--- config.mk ---
export PLATFORM = sky130hd
export DESIGN_NAME = prog_loader_flat
export DESIGN_NICKNAME = d
export VERILOG_FILES = /design/src/rtl/prog_loader_pkg.sv /design/src/rtl/prog_loader_if.sv /design/src/rtl/prog_loader_byte_packer.sv /design/src/rtl/prog_loader.sv /design/src/flat_wrapper.sv
export SDC_FILE = /design/constraint.sdc
export NUM_CORES = 1
export LEC_CHECK = 0
export BUFFER_PORTS_ARGS = -buffer_cell sky130_fd_sc_hd__buf_2
export CAP_MARGIN = 20
export CORE_MARGIN = 1.5
export CORE_UTILIZATION = 35
export CTS_BUF_LIST = sky130_fd_sc_hd__clkbuf_8
export DETAILED_ROUTE_END_ITERATION = 7
export SYNTH_ARGS = -nofsm -noshare
export SYNTH_HDL_FRONTEND = slang
export SYNTH_HIERARCHICAL = 1
export SYNTH_SLANG_ARGS = --single-unit
--- constraint.sdc ---
create_clock -name clk -period 8.7 [get_ports clk]
set_clock_uncertainty 0.15 [all_clocks]
set_input_delay 0.87 -clock clk [delete_from_list [all_inputs] [get_ports clk]]
set_output_delay 0.87 -clock clk [all_outputs]
set_load 0.05 [all_outputs]
--- src/rtl/prog_loader_pkg.sv ---
// Shared constants for the program loader: command codes, state encoding and widths.
package prog_loader_pkg;

   localparam int unsigned BYTE_W  = 8;
   localparam int unsigned WORD_W  = 32;
   localparam int unsigned LEN_W   = 16;
   localparam int unsigned STATE_W = 3;

   localparam logic [BYTE_W-1:0] CMD_TEXT = 8'h54;
   localparam logic [BYTE_W-1:0] CMD_DATA = 8'h44;
   localparam logic [BYTE_W-1:0] CMD_GO   = 8'h47;

   localparam logic [STATE_W-1:0] ST_CMD    = 3'd0;
   localparam logic [STATE_W-1:0] ST_LEN_HI = 3'd1;
   localparam logic [STATE_W-1:0] ST_LEN_LO = 3'd2;
   localparam logic [STATE_W-1:0] ST_DATA   = 3'd3;
   localparam logic [STATE_W-1:0] ST_WRITE  = 3'd4;
   localparam logic [STATE_W-1:0] ST_RUN    = 3'd5;
   localparam logic [STATE_W-1:0] ST_ERR    = 3'd6;

   // States in which a stream byte may be transferred
   function automatic logic state_accepts(input logic [STATE_W-1:0] st);
      return (st == ST_CMD) || (st == ST_LEN_HI) || (st == ST_LEN_LO) || (st == ST_DATA);
   endfunction

endpackage

--- src/rtl/prog_loader_if.sv ---
// Byte-stream input and memory-write bus of the program loader.
interface prog_loader_if #(
   parameter int unsigned ADDR_W = 12
) ();

   logic [7:0]        in_data;
   logic              in_valid;
   logic              in_ready;
   logic              mem_we;
   logic [ADDR_W-1:0] mem_addr;
   logic [31:0]       mem_wdata;

   modport master (
      output in_data, in_valid,
      input  in_ready, mem_we, mem_addr, mem_wdata
   );

   modport slave (
      input  in_data, in_valid,
      output in_ready, mem_we, mem_addr, mem_wdata
   );

endinterface

--- src/rtl/prog_loader_byte_packer.sv ---
// Big-endian 4-byte to 32-bit packer; flags the push that completes a word.
module prog_loader_byte_packer
   import prog_loader_pkg::*;
(
   input  logic              clk,
   input  logic              rst_n,
   input  logic              i_push,
   input  logic [BYTE_W-1:0] i_byte,
   output logic [WORD_W-1:0] o_word_c,
   output logic              o_last_c
);

   localparam int unsigned SHIFT_W = WORD_W - BYTE_W;

   logic [SHIFT_W-1:0] r_shift;
   logic [1:0]         r_cnt;

   always_ff @(posedge clk or negedge rst_n) begin
      if (!rst_n) begin
         r_shift <= '0;
         r_cnt   <= '0;
      end else if (i_push) begin
         r_shift <= {r_shift[SHIFT_W-BYTE_W-1:0], i_byte};
         r_cnt   <= r_cnt + 2'd1;
      end
   end

   // The word is complete combinationally on the 4th byte so it can be latched with it
   assign o_word_c = {r_shift, i_byte};
   assign o_last_c = i_push && (r_cnt == 2'd3);

endmodule

--- src/rtl/prog_loader.sv ---
// Streams T/D records into instruction/data memory, then releases the CPU on 'G'.
module prog_loader
   import prog_loader_pkg::*;
#(
   parameter int unsigned ADDR_W    = 12,
   parameter int unsigned TEXT_BASE = 0,
   parameter int unsigned DATA_BASE = 2048
) (
   input  logic             clk,
   input  logic             reset,
   prog_loader_if.slave     bus,
   output logic             cpu_reset,
   output logic             error,
   output logic [LEN_W-1:0] words_loaded
);

   logic [STATE_W-1:0] r_state;
   logic [STATE_W-1:0] w_state_nx;

   logic               r_in_ready;
   logic               r_mem_we;
   logic [ADDR_W-1:0]  r_mem_addr;
   logic [WORD_W-1:0]  r_mem_wdata;
   logic               r_cpu_reset;
   logic               r_error;
   logic [LEN_W-1:0]   r_words;
   logic [LEN_W-1:0]   r_idx;
   logic [LEN_W-1:0]   r_len;
   logic [ADDR_W-1:0]  r_base;

   logic               w_xfer;
   logic               w_push;
   logic [WORD_W-1:0]  w_word;
   logic               w_last;
   logic               w_len_zero;
   logic               w_rec_done;

   // in_ready always mirrors state_accepts(r_state), so it doubles as the accept qualifier
   assign w_xfer     = bus.in_valid && r_in_ready;
   assign w_push     = w_xfer && (r_state == ST_DATA);
   assign w_len_zero = ({r_len[LEN_W-1:BYTE_W], bus.in_data} == '0);
   assign w_rec_done = (r_idx == (r_len - LEN_W'(1)));

   prog_loader_byte_packer u_packer (
      .clk      (clk),
      .rst_n    (reset),
      .i_push   (w_push),
      .i_byte   (bus.in_data),
      .o_word_c (w_word),
      .o_last_c (w_last)
   );

   always_ff @(posedge clk or negedge reset) begin
      if (!reset) r_state <= ST_CMD;
      else        r_state <= w_state_nx;
   end

   always_comb begin
      w_state_nx = r_state;
      case (r_state)
         ST_CMD: begin
            if (w_xfer) begin
               case (bus.in_data)
                  CMD_TEXT, CMD_DATA: w_state_nx = ST_LEN_HI;
                  CMD_GO:             w_state_nx = ST_RUN;
                  default:            w_state_nx = ST_ERR;
               endcase
            end
         end
         ST_LEN_HI: if (w_xfer) w_state_nx = ST_LEN_LO;
         ST_LEN_LO: if (w_xfer) w_state_nx = w_len_zero ? ST_CMD : ST_DATA;
         ST_DATA:   if (w_last) w_state_nx = ST_WRITE;
         ST_WRITE:  w_state_nx = w_rec_done ? ST_CMD : ST_DATA;
         ST_RUN:    w_state_nx = ST_RUN;
         ST_ERR:    w_state_nx = ST_ERR;
         default:   w_state_nx = ST_ERR;
      endcase
   end

   // Registered outputs follow the next state so they line up with the state they describe
   always_ff @(posedge clk or negedge reset) begin
      if (!reset) begin
         r_in_ready  <= 1'b1;
         r_mem_we    <= 1'b0;
         r_cpu_reset <= 1'b1;
         r_error     <= 1'b0;
      end else begin
         r_in_ready  <= state_accepts(w_state_nx);
         r_mem_we    <= (w_state_nx == ST_WRITE);
         r_cpu_reset <= (w_state_nx != ST_RUN);
         r_error     <= (w_state_nx == ST_ERR);
      end
   end

   always_ff @(posedge clk or negedge reset) begin
      if (!reset) begin
         r_base      <= '0;
         r_len       <= '0;
         r_idx       <= '0;
         r_words     <= '0;
         r_mem_addr  <= '0;
         r_mem_wdata <= '0;
      end else begin
         if (w_xfer && (r_state == ST_CMD)) begin
            if (bus.in_data == CMD_TEXT) r_base <= ADDR_W'(TEXT_BASE);
            if (bus.in_data == CMD_DATA) r_base <= ADDR_W'(DATA_BASE);
         end
         if (w_xfer && (r_state == ST_LEN_HI)) r_len[LEN_W-1:BYTE_W] <= bus.in_data;
         if (w_xfer && (r_state == ST_LEN_LO)) r_len[BYTE_W-1:0]     <= bus.in_data;
         if (w_last) begin
            r_mem_addr  <= r_base + ADDR_W'(r_idx);
            r_mem_wdata <= w_word;
         end
         if (r_state == ST_WRITE) begin
            r_words <= r_words + LEN_W'(1);
            r_idx   <= w_rec_done ? '0 : r_idx + LEN_W'(1);
         end
      end
   end

   assign bus.in_ready  = r_in_ready;
   assign bus.mem_we    = r_mem_we;
   assign bus.mem_addr  = r_mem_addr;
   assign bus.mem_wdata = r_mem_wdata;
   assign cpu_reset     = r_cpu_reset;
   assign error         = r_error;
   assign words_loaded  = r_words;

endmodule

--- src/flat_wrapper.sv ---
// flat-port wrapper written by rule: the top's interface ports become plain ports
module prog_loader_flat import prog_loader_pkg::*;
#(
   parameter int unsigned ADDR_W    = 12,
   parameter int unsigned TEXT_BASE = 0,
   parameter int unsigned DATA_BASE = 2048
)
  (clk, reset, cpu_reset, error, words_loaded, bus_in_data, bus_in_valid, bus_in_ready, bus_mem_we, bus_mem_addr, bus_mem_wdata);
  prog_loader_if #(.ADDR_W(ADDR_W)) bus_i ();
  input  logic clk;
  input  logic reset;
  output logic cpu_reset;
  output logic error;
  output logic [LEN_W-1:0] words_loaded;
  input wire logic [$bits(bus_i.in_data)-1:0] bus_in_data;
  input wire logic [$bits(bus_i.in_valid)-1:0] bus_in_valid;
  output wire logic [$bits(bus_i.in_ready)-1:0] bus_in_ready;
  output wire logic [$bits(bus_i.mem_we)-1:0] bus_mem_we;
  output wire logic [$bits(bus_i.mem_addr)-1:0] bus_mem_addr;
  output wire logic [$bits(bus_i.mem_wdata)-1:0] bus_mem_wdata;
  assign bus_i.in_data = bus_in_data;
  assign bus_i.in_valid = bus_in_valid;
  assign bus_in_ready = bus_i.in_ready;
  assign bus_mem_we = bus_i.mem_we;
  assign bus_mem_addr = bus_i.mem_addr;
  assign bus_mem_wdata = bus_i.mem_wdata;
  prog_loader #(.ADDR_W(ADDR_W), .TEXT_BASE(TEXT_BASE), .DATA_BASE(DATA_BASE)) u_core (.clk(clk), .reset(reset), .bus(bus_i), .cpu_reset(cpu_reset), .error(error), .words_loaded(words_loaded));
endmodule
==> results of run 1 <==
## cell families after synthesis
group / count (synthesis) / synth area share
compound gates: 35 / 0.0428
xor+xnor: 44 / 0.0656
fa+ha+maj: 4 / 0.00852
buf+inv: 34 / 0.0362
flops: 126 / 0.537
mux: 86 / 0.176
simple gates: 143 / 0.134
## worst max-delay path, delay by kind of cell, from the launching register on
family | cells | cell delay (ns)
simple gates | 5 | 1.84
compound gates | 1 | 0.62
flops | 1 | 0.48
mux | 1 | 0.12
## area by class of cell
type	instances	area, sq um
Clock inverter	12	170
Fill cell	1558	9660
Timing Repair Buffer	77	408
Sequential cell	126	3160
Multi-Input combinational cell	312	2520
Inverter	6	22.5
Tap cell	220	275
Clock buffer	19	262
## per-stage QoR
step,utilization,hold slack [ns],power [mW],setup WS [ns]
final,0.414,0.321,2.32,5.35
after global routing,0.414,0.346,2.46,5.20
after CTS,0.412,0.330,2.35,5.06
after detailed placement,0.386,0.315,1.79,4.66
after global placement,0.386,0.306,1.77,4.78
after floorplan,-,0.298,1.59,5.76
## placed cells by master, fill, tap and decap left out, types with 3 or more instances in the layout
cell type    n
a21o_1       3
a21oi_1     11
a31oi_1      3
and3_1       6
buf_2       73
buf_4        3
bufinv_16    4
clkbuf_8    19
dfrtp_1    124
ha_1         4
inv_1        8
mux2_2      67
mux2_4      18
nand2_1     28
nand2b_1     6
nand3_1     12
nand4_1      7
nor2_1      31
nor2b_1      6
nor3_1       6
nor3b_1      3
nor4_1       6
o21ai_0      4
o31ai_1      4
or2_2        3
or3_1        7
or4_1        5
xnor2_1     24
xor2_1      20
## final timing paths
path	startpoint	endpoint	cells after the start
max	u_core/r_len[3]	u_core/r_idx[12]	7
min	u_core/words_loaded[15]	u_core/words_loaded[15]	1
max reg2reg	u_core/r_len[3]	u_core/r_idx[12]	7
min reg2reg	u_core/words_loaded[15]	u_core/words_loaded[15]	1
max in group asynchronous	reset	u_core/bus.mem_addr[11]	2
min in group asynchronous	reset	u_core/u_packer/r_shift[20]	1
## state kept, by name, indices dropped and copies added, names as in the netlist
name,count
u_core/bus.in_ready,1
u_core/bus.mem_addr,12
u_core/bus.mem_wdata,32
u_core/bus.mem_we,1
u_core/cpu_reset,1
u_core/error,1
u_core/r_base,1
u_core/r_idx,16
u_core/r_len,16
u_core/r_state,3
u_core/u_packer/r_cnt,2
u_core/u_packer/r_shift,24
u_core/words_loaded,16
## power groups by stage
stage	sequential, mW	combinational, mW	clock, mW
6_report	0.944	0.837	0.543
5_1_grt	0.974	0.897	0.589
4_1_cts	0.945	0.845	0.561
3_5_place_dp	0.955	0.839	0
3_3_place_gp	0.945	0.822	0
2_1_floorplan	1.16	0.432	0
## metal layers
metal	vias up	GRT usage	part of all wire
met5	-	0	0
met4	0	0.0690	0.023
met3	16	0.0330	0.035
met2	80	0.218	0.47
met1	1865	0.186	0.47
li1	1788	-	-
==> flow_metrics.py, run 1 <==
metrics = {
    "critical_path": {
        "cpPeakStageDelay_ns": 0.62,
        "required_ns": 8.86,
        "reg2reg_slack_ns": 5.35,
        "crit_chain": "or3_4 -> nor4_4 -> mux2i_1 -> or3b_4 -> a2111oi_4 -> and2_1 -> nor2_1",
        "cpMaxStageDelayCell": "a2111oi_4",
        "crit_arrival_ns": 3.50,
        "crit_fanout": 10,
        "worst_setup_path_end_kind": "flip-flop",
        "worstSetupPathType": "flip-flop to flip-flop",
        "startpoint_type": "flip-flop",
    },
    "power": {
        "seq_power_share": 0.406,
        "p_leak_nw": 3.24,
        "p_clk_frac": 0.234,
        "ir_drop_v": 0.000129,
        "cellPowerDensity_nw_per_um2": 341,
        "swShare": 0.391,
        "p_int_mw": 1.42,
        "power_frac_comb": 0.360,
        "power.switching_mw": 0.908,
    },
    "layout": {
        "drive_gt1_frac": 0.368,
        "area_delta_synth_final_pct": 15.9,
        "stdcell_count": 772,
        "finalInstanceArea_sq_um": 6810,
        "diodes": 0,
        "nets": 555,
    },
    "sta": {
        "setup_tns_ns": 0,
        "hold_viol": 0,
        "max_slew_margin": 0.361,
        "rsz0062_at_grt": "false",
        "slew_viol_final": 0,
        "worstMarginPinSlew_ns": 0.957,
        "fmax_ghz": 0.299,
        "min_period_ns": 3.35,
        "setup-violations-final": 0,
        "timing.final.crit_share": 0.385,
    },
    "clock_network": {
        "cts_sinks": 126,
        "htreeDepth": 4,
        "cts_resized": 0,
        "cts_hold_buffers": 0,
        "clk_latency_ns": 0.44,
        "cts_tree": "yes",
        "clk_pin_slew_ns": 0.07,
        "cts-root-buf": "clkbuf_8",
        "clockBufferDepth": 2,
        "cts_buffers": 17,
        "post-cts-setup-buffers": 0,
    },
    "yosys": {
        "synth_top_area_share": 0.528,
        "syn-num-nets": 487,
        "synthCells": 472,
        "yosys-top-cells-count": "dfrtp_1 (124), mux2_2 (67), nor2_1 (32), nand2_1 (28), xnor2_1 (24)",
        "synthTopCellsByArea": "dfrtp_1 (53%), mux2_2 (13%), mux2_4 (4.6%), xnor2_1 (3.6%), xor2_1 (3.0%)",
        "yosysSeqAreaShare": 0.537,
        "synthArstFlopShare": 1.00,
        "ys_ff_latch": 126,
        "ys_warn_count": 6,
        "synth_area_leader_cell": "dfrtp_1",
        "netlist_area_sq_um": 5880,
        "dominantRegCellSynth": "dfrtp_1",
        "avgSynthCellArea_sq_um": 12.5,
        "synth_edf_count": 0,
        "synth_cell_types": 53,
        "synthMostInstantiatedCell": "dfrtp_1",
    },
    "routing": {
        "firstDrtPassIters": 4,
        "routedWlPerCell_microns": 15.1,
        "routed_wl_microns": 11700,
        "ant_nets": 0,
        "via_per_inst": 4.86,
        "vias": 3749,
        "drt_iter0_drc": 155,
        "drc": 0,
    },
    "global_routing": {
        "grt_pass1_vias": 3729,
        "antenna_found_initial": 0,
        "grt_max_degree": 66,
        "gr-total-overflow": 0,
        "grt_first_pass_wirelength_microns": 19400,
        "grt_use_total": 0.141,
    },
    "floorplanning": {
        "fp.dieW_microns": 133,
        "initial_utilization": 0.357,
        "fp-row-count": 47,
        "die_h_microns": 133,
        "core_sq_um": 16500,
        "io_pins": 75,
        "die-area_sq_um": 17600,
    },
    "placed_design": {
        "routabilityCongestion": 0.803,
        "hpwl_microns": 7990,
        "portBuffers": 74,
        "dp_cells": 740,
        "place_area_sq_um": 6360,
    },
    "job": {
        "max-cap-violations": 0,
    },
    "run_status": {
        "status": "complete, no violations",
    },
    "worst_hold_path": {
        "hold_path_class": "flip-flop to flip-flop",
    },
}
Note: power is estimated with default switching activity, not from simulation.
==> inputs of run 2 (changes only) <==
==> constraint.sdc (replaced) <==
create_clock -name clk -period 3.43 [get_ports clk]
set_clock_uncertainty 0.15 [all_clocks]
set_input_delay 0.343 -clock clk [delete_from_list [all_inputs] [get_ports clk]]
set_output_delay 0.343 -clock clk [all_outputs]
set_load 0.05 [all_outputs]
==> run 2 against run 1 <==
Net effect: core utilization increased by 0.053 points; worst hold slack got worse by 0.24 ns; power increased to 2.5 times the previous value; largest power group unchanged; sequential power increased to 2.5 times the previous value; critical endpoint is now u_core/r_idx[8]; via count increased by 3.7%; sequential cell count unchanged; first-iteration DRC count decreased by 3.9%; global-route usage increased by 0.56 points; wire length increased by 3.3%; critical path depth increased by 1; clock power increased by 140%; sequential share of layout area decreased by 0.060 points.
==> flow_metrics.py, run 2 (same netlist as run 1, synthesis figures left out) <==
metrics = {
    "layout": {
        "stdcell_count": 779,
        "final_core_util": 0.414,
        "diodes": 0,
        "multi_input_area_sq_um": 2520,
        "area_delta_synth_final_pct": 16.0,
        "ff_latch_area_sq_um": 3160,
        "final_cell_mix": "dfrtp_1 (124), buf_2 (73), mux2_2 (67), nor2_1 (31), nand2_1 (28)",
        "nets": 561,
        "largest_reg_flops": 32,
        "drive_gt1_frac": 0.376,
        "fillers": 1576,
        "layout_commonest_cell": "dfrtp_1",
    },
    "clock_network": {
        "clk_pin_slew_ns": 0.08,
        "cts_tree": "yes",
        "cts_sinks": 126,
        "cts-root-buf": "clkbuf_8",
        "htreeDepth": 4,
        "cts_buffers": 17,
        "clk_latency_ns": 0.44,
        "clockBufferDepth": 2,
    },
    "routing": {
        "drc": 0,
        "firstDrtPassIters": 6,
        "vias": 3889,
        "via_per_inst": 4.99,
        "routed_wl_microns": 12000,
        "ant_nets": 0,
        "drt_iter0_drc": 149,
        "routedWlPerCell_microns": 15.5,
    },
    "sta": {
        "timing.final.crit_share": 0.908,
        "rsz0062_at_grt": "false",
        "hold_viol": 0,
        "slew_viol_final": 0,
        "finalWorstSetupSlack_ns": 0.316,
        "max_slew_margin": 0.508,
        "setup-violations-final": 0,
        "setup_tns_ns": 0,
        "min_period_ns": 3.11,
        "worstMarginPinSlew_ns": 0.738,
        "fmax_ghz": 0.321,
    },
    "critical_path": {
        "startpoint_type": "flip-flop",
        "reg2regPathDepth": 8,
        "required_ns": 3.60,
        "reg2reg_slack_ns": 0.32,
        "worst_setup_path_end_kind": "flip-flop",
        "crit_fanout": 10,
        "crit_arrival_ns": 3.28,
        "r2r_start": "u_core/r_len[3]",
        "worstSetupPathType": "flip-flop to flip-flop",
        "reg2reg_to": "u_core/r_idx[8]",
    },
    "global_routing": {
        "grt_pass1_vias": 3921,
        "gr-total-overflow": 0,
        "antenna_found_initial": 0,
        "grt_max_degree": 58,
        "grt_first_pass_wirelength_microns": 20200,
        "grt_use_total": 0.146,
    },
    "placed_design": {
        "portBuffers": 74,
        "pre_cts_slack_ns": 0.351,
        "dp_cells": 746,
        "routabilityCongestion": 0.881,
        "hpwl_microns": 8490,
    },
    "floorplanning": {
        "io_pins": 75,
        "fp.dieW_microns": 133,
        "core_sq_um": 16500,
        "die-area_sq_um": 17600,
        "fp-row-count": 47,
        "initial_utilization": 0.357,
        "die_h_microns": 133,
    },
    "power": {
        "p_leak_nw": 3.25,
        "cellPowerDensity_nw_per_um2": 859,
        "ir_drop_v": 0.000392,
    },
    "worst_hold_path": {
        "hold_path_class": "input pin to flip-flop",
        "hold_path_end": "u_core/r_base[11]",
        "min_path_cells": 3,
        "hp-start": "bus_in_data[6]",
    },
    "run_status": {
        "status": "complete, no violations",
    },
    "job": {
        "max-cap-violations": 0,
    },
}
==> run 2: changes by cell type in the layout (fill, tap and decap cells not counted), sizes merged <==
cell	previous run	this run
buf	77	82
bufinv	4	2
dlygate4sd3	0	1
clkinv	4	1
clkinvlp	2	4
clkbuf	19	18
inv	8	13
==> run 2: how the worst max path moves through the flow <==
stage	endpoint	from	slack [ns]
floorplan	u_core/r_idx[2]	u_core/r_len[3]	0.57
global placement	u_core/r_idx[6]	u_core/r_len[3]	0.41
detailed placement	u_core/r_idx[10]	u_core/r_len[3]	0.35
CTS	u_core/r_idx[10]	u_core/r_len[3]	0.31
global route	u_core/r_idx[8]	u_core/r_len[3]	0.14
finish	u_core/r_idx[8]	u_core/r_len[3]	0.32
==> run 2: what timing repair did <==
item | in CTS | in global routing
hold buffers | 1 | 0
setup buffers | 0 | 0
gates resized for setup | 0 | 0
endpoints found under the hold margin | 52 | 0
==> run 2: layout make-up <==
type | instances | share of cell area
Inverter | 6 | 0.00330
Clock inverter | 14 | 0.0231
Multi-Input combinational cell | 312 | 0.369
Clock buffer | 18 | 0.0363
Tap cell | 220 | 0.0404
Sequential cell | 126 | 0.463
Timing Repair Buffer | 83 | 0.0650
==> run 2: critical path: stages (launching register included) <==
cell and delay [ns]:
dfrtp_1 0.47, or3_4 0.45, nor4_4 0.37, mux2i_1 0.13, or3b_4 0.42, a2111oi_4 0.34
buf_4 0.20, and2_1 0.36, nor2_1 0.10
==> run 2: through the flow <==
step	area (sq um)	hold slack [ns]	power [mW]
after CTS	6820	0.0546	5.91
after floorplan	5880	-0.103	4.04
after global placement	6400	0.294	4.51
after detailed placement	6400	0.307	4.58
final	6820	0.0844	5.86
after global routing	6820	0.0749	6.20
==> run 2: power by group <==
group	switching (mW)	total, mW	internal [mW]
clock network	0.628	1.31	0.678
registers	0.422	2.37	1.95
logic	1.33	2.18	0.846
==> run 2: metal layers <==
| layer | up-vias | wire [microns] | global-route usage |
|---|---|---|---|
| li1 | 1809 | - | - |
| met1 | 1957 | 5570 | 0.190 |
| met2 | 96 | 5580 | 0.224 |
| met3 | 27 | 465 | 0.0333 |
| met4 | 0 | 420 | 0.0855 |
| met5 | - | 0 | 0 |
==> inputs of run 3 (changes only) <==
--- a/config.mk
+++ b/config.mk
@@ -7,10 +7,10 @@
 export LEC_CHECK = 0
 export BUFFER_PORTS_ARGS = -buffer_cell sky130_fd_sc_hd__buf_2
 export CAP_MARGIN = 20
-export CORE_MARGIN = 1.5
-export CORE_UTILIZATION = 35
+export CORE_UTILIZATION = 60
 export CTS_BUF_LIST = sky130_fd_sc_hd__clkbuf_8
 export DETAILED_ROUTE_END_ITERATION = 7
+export PLACE_DENSITY = 0.82
 export SYNTH_ARGS = -nofsm -noshare
 export SYNTH_HDL_FRONTEND = slang
 export SYNTH_HIERARCHICAL = 1
==> run 3 against run 2 <==
Net effect: sequential cell count did not move; clock power increased by 3%; sequential power hardly changed; worst hold slack improved by 0.017 ns.
==> flow_metrics.py, run 3 (same netlist as run 1, synthesis figures left out) <==
metrics = {
    "run_status": {
        "status": "complete, no violations",
    },
    "routing": {
        "drc": 0,
        "via_per_inst": 5.55,
        "vias": 3802,
        "routedWlPerCell_microns": 16.7,
        "ant_nets": 0,
        "routed_wl_microns": 11500,
        "drt_iter0_drc": 210,
        "firstDrtPassIters": 5,
    },
    "layout": {
        "fillers": 676,
        "layout_commonest_cell": "dfrtp_1",
        "multi_input_area_sq_um": 2520,
        "nets": 558,
        "diodes": 0,
        "drive_gt1_frac": 0.372,
        "final_cell_mix": "dfrtp_1 (124), buf_2 (73), mux2_2 (67), nor2_1 (31), nand2_1 (28)",
        "ff_latch_area_sq_um": 3160,
        "area_delta_synth_final_pct": 14.2,
        "largest_reg_flops": 32,
        "stdcell_count": 685,
    },
    "global_routing": {
        "grt_max_degree": 127,
        "grt_pass1_vias": 3716,
        "antenna_found_initial": 0,
        "grt_first_pass_wirelength_microns": 18600,
        "top_usage_layer": "met2",
        "use_met3": 0.0520,
        "use_met1": 0.329,
        "grt_use_met2": 0.385,
        "grt_use_total": 0.241,
        "gr-total-overflow": 0,
    },
    "placed_design": {
        "portBuffers": 74,
        "hpwl_microns": 7630,
        "pre_cts_slack_ns": 0.216,
        "dp_cells": 652,
        "routabilityCongestion": 0.883,
    },
    "critical_path": {
        "crit_fanout": 10,
        "worst_setup_path_end_kind": "flip-flop",
        "startpoint": "u_core/r_len[3]",
        "worstSetupPathType": "flip-flop to flip-flop",
        "required_ns": 3.58,
        "r2r_start": "u_core/r_len[3]",
        "reg2regPathDepth": 7,
        "crit_arrival_ns": 3.40,
        "startpoint_type": "flip-flop",
    },
    "power": {
        "ir_drop_v": 0.000633,
        "p_total_mw": 5.92,
        "cellPowerDensity_nw_per_um2": 882,
        "p_leak_nw": 3.25,
    },
    "floorplanning": {
        "fp-row-count": 35,
        "fp.dieW_microns": 101,
        "initial_utilization": 0.627,
        "io_pins": 75,
        "die_h_microns": 101,
        "die-area_sq_um": 10200,
        "core_sq_um": 9370,
    },
    "sta": {
        "timing.final.crit_share": 0.945,
        "hold_ws_ns": 0.101,
        "fmax_ghz": 0.309,
        "worstMarginPinSlew_ns": 0.657,
        "setup_tns_ns": 0,
        "max_slew_margin": 0.562,
        "setup-violations-final": 0,
        "hold_viol": 0,
        "min_period_ns": 3.24,
        "finalWorstSetupSlack_ns": 0.189,
        "rsz0062_at_grt": "false",
        "slew_viol_final": 0,
    },
    "job": {
        "max-cap-violations": 0,
    },
    "clock_network": {
        "cts_resized": 0,
        "cts_buffers": 17,
        "cts-root-buf": "clkbuf_8",
        "cts_tree": "yes",
        "clk_pin_slew_ns": 0.08,
        "clockBufferDepth": 2,
        "clk_latency_ns": 0.43,
        "cts_sinks": 126,
        "htreeDepth": 4,
    },
    "worst_hold_path": {
        "min_path_cells": 2,
        "hp-start": "bus_in_data[7]",
        "hold_path_class": "input pin to flip-flop",
    },
}
==> run 3: cell count changes in the layout (fill, tap and decap cells not counted), sizes merged <==
cell      before  now
bufinv         2    3
inv           13   12
clkinv         1    5
buf           82   79
clkbuf        18   17
clkinvlp       4    1
==> run 3: final cells by class <==
| cell class | instances | share of cell area |
|---|---|---|
| clock buffers | 17 | 0.0349 |
| well taps | 129 | 0.0241 |
| inverters | 6 | 0.00336 |
| clock inverters | 15 | 0.0276 |
| repair buffers | 80 | 0.0645 |
| flip-flops and latches | 126 | 0.470 |
| multi-input cells | 312 | 0.375 |
==> run 3: metal layers <==
metal / up-vias / share of wire
met3: 12 / 0.045
li1: 1792 / -
met5: - / 0
met2: 110 / 0.50
met1: 1888 / 0.44
met4: 0 / 0.012
==> run 3: repair_timing <==
action,CTS,global route
buffers inserted,0,0
hold endpoints to repair,124,0
hold buffers,1,0
==> run 3: worst paths after layout <==
check	to	slack (ns)
worst min register to register	u_core/words_loaded[7]	0.33
worst max register to register	u_core/r_idx[9]	0.19
min in group asynchronous	u_core/words_loaded[4]	0.41
max in group asynchronous	u_core/r_len[0]	2.22
worst max-delay path	u_core/r_idx[9]	0.19
worst min-delay path	u_core/u_packer/r_shift[7]	0.10
==> run 3: report_power, final <==
group	total, mW	internal [mW]	switching (mW)
sequential	2.39	1.95	0.443
clock	1.35	0.730	0.617
combinational	2.18	0.847	1.33
==> run 3: critical path, stage by stage, from the launching register on <==
cell,delay [ns]
dfrtp_1,0.48
or3_4,0.46
nor4_4,0.37
mux2i_1,0.12
or3b_4,0.42
a2111oi_4,0.59
and2_1,0.43
nor2_1,0.11
==> run 3: metrics by stage <==
stage,area [sq um],util
floorplan,5880,-
global placement,6280,0.670
detailed placement,6280,0.670
CTS,6710,0.716
global route,6710,0.716
finish,6710,0.716
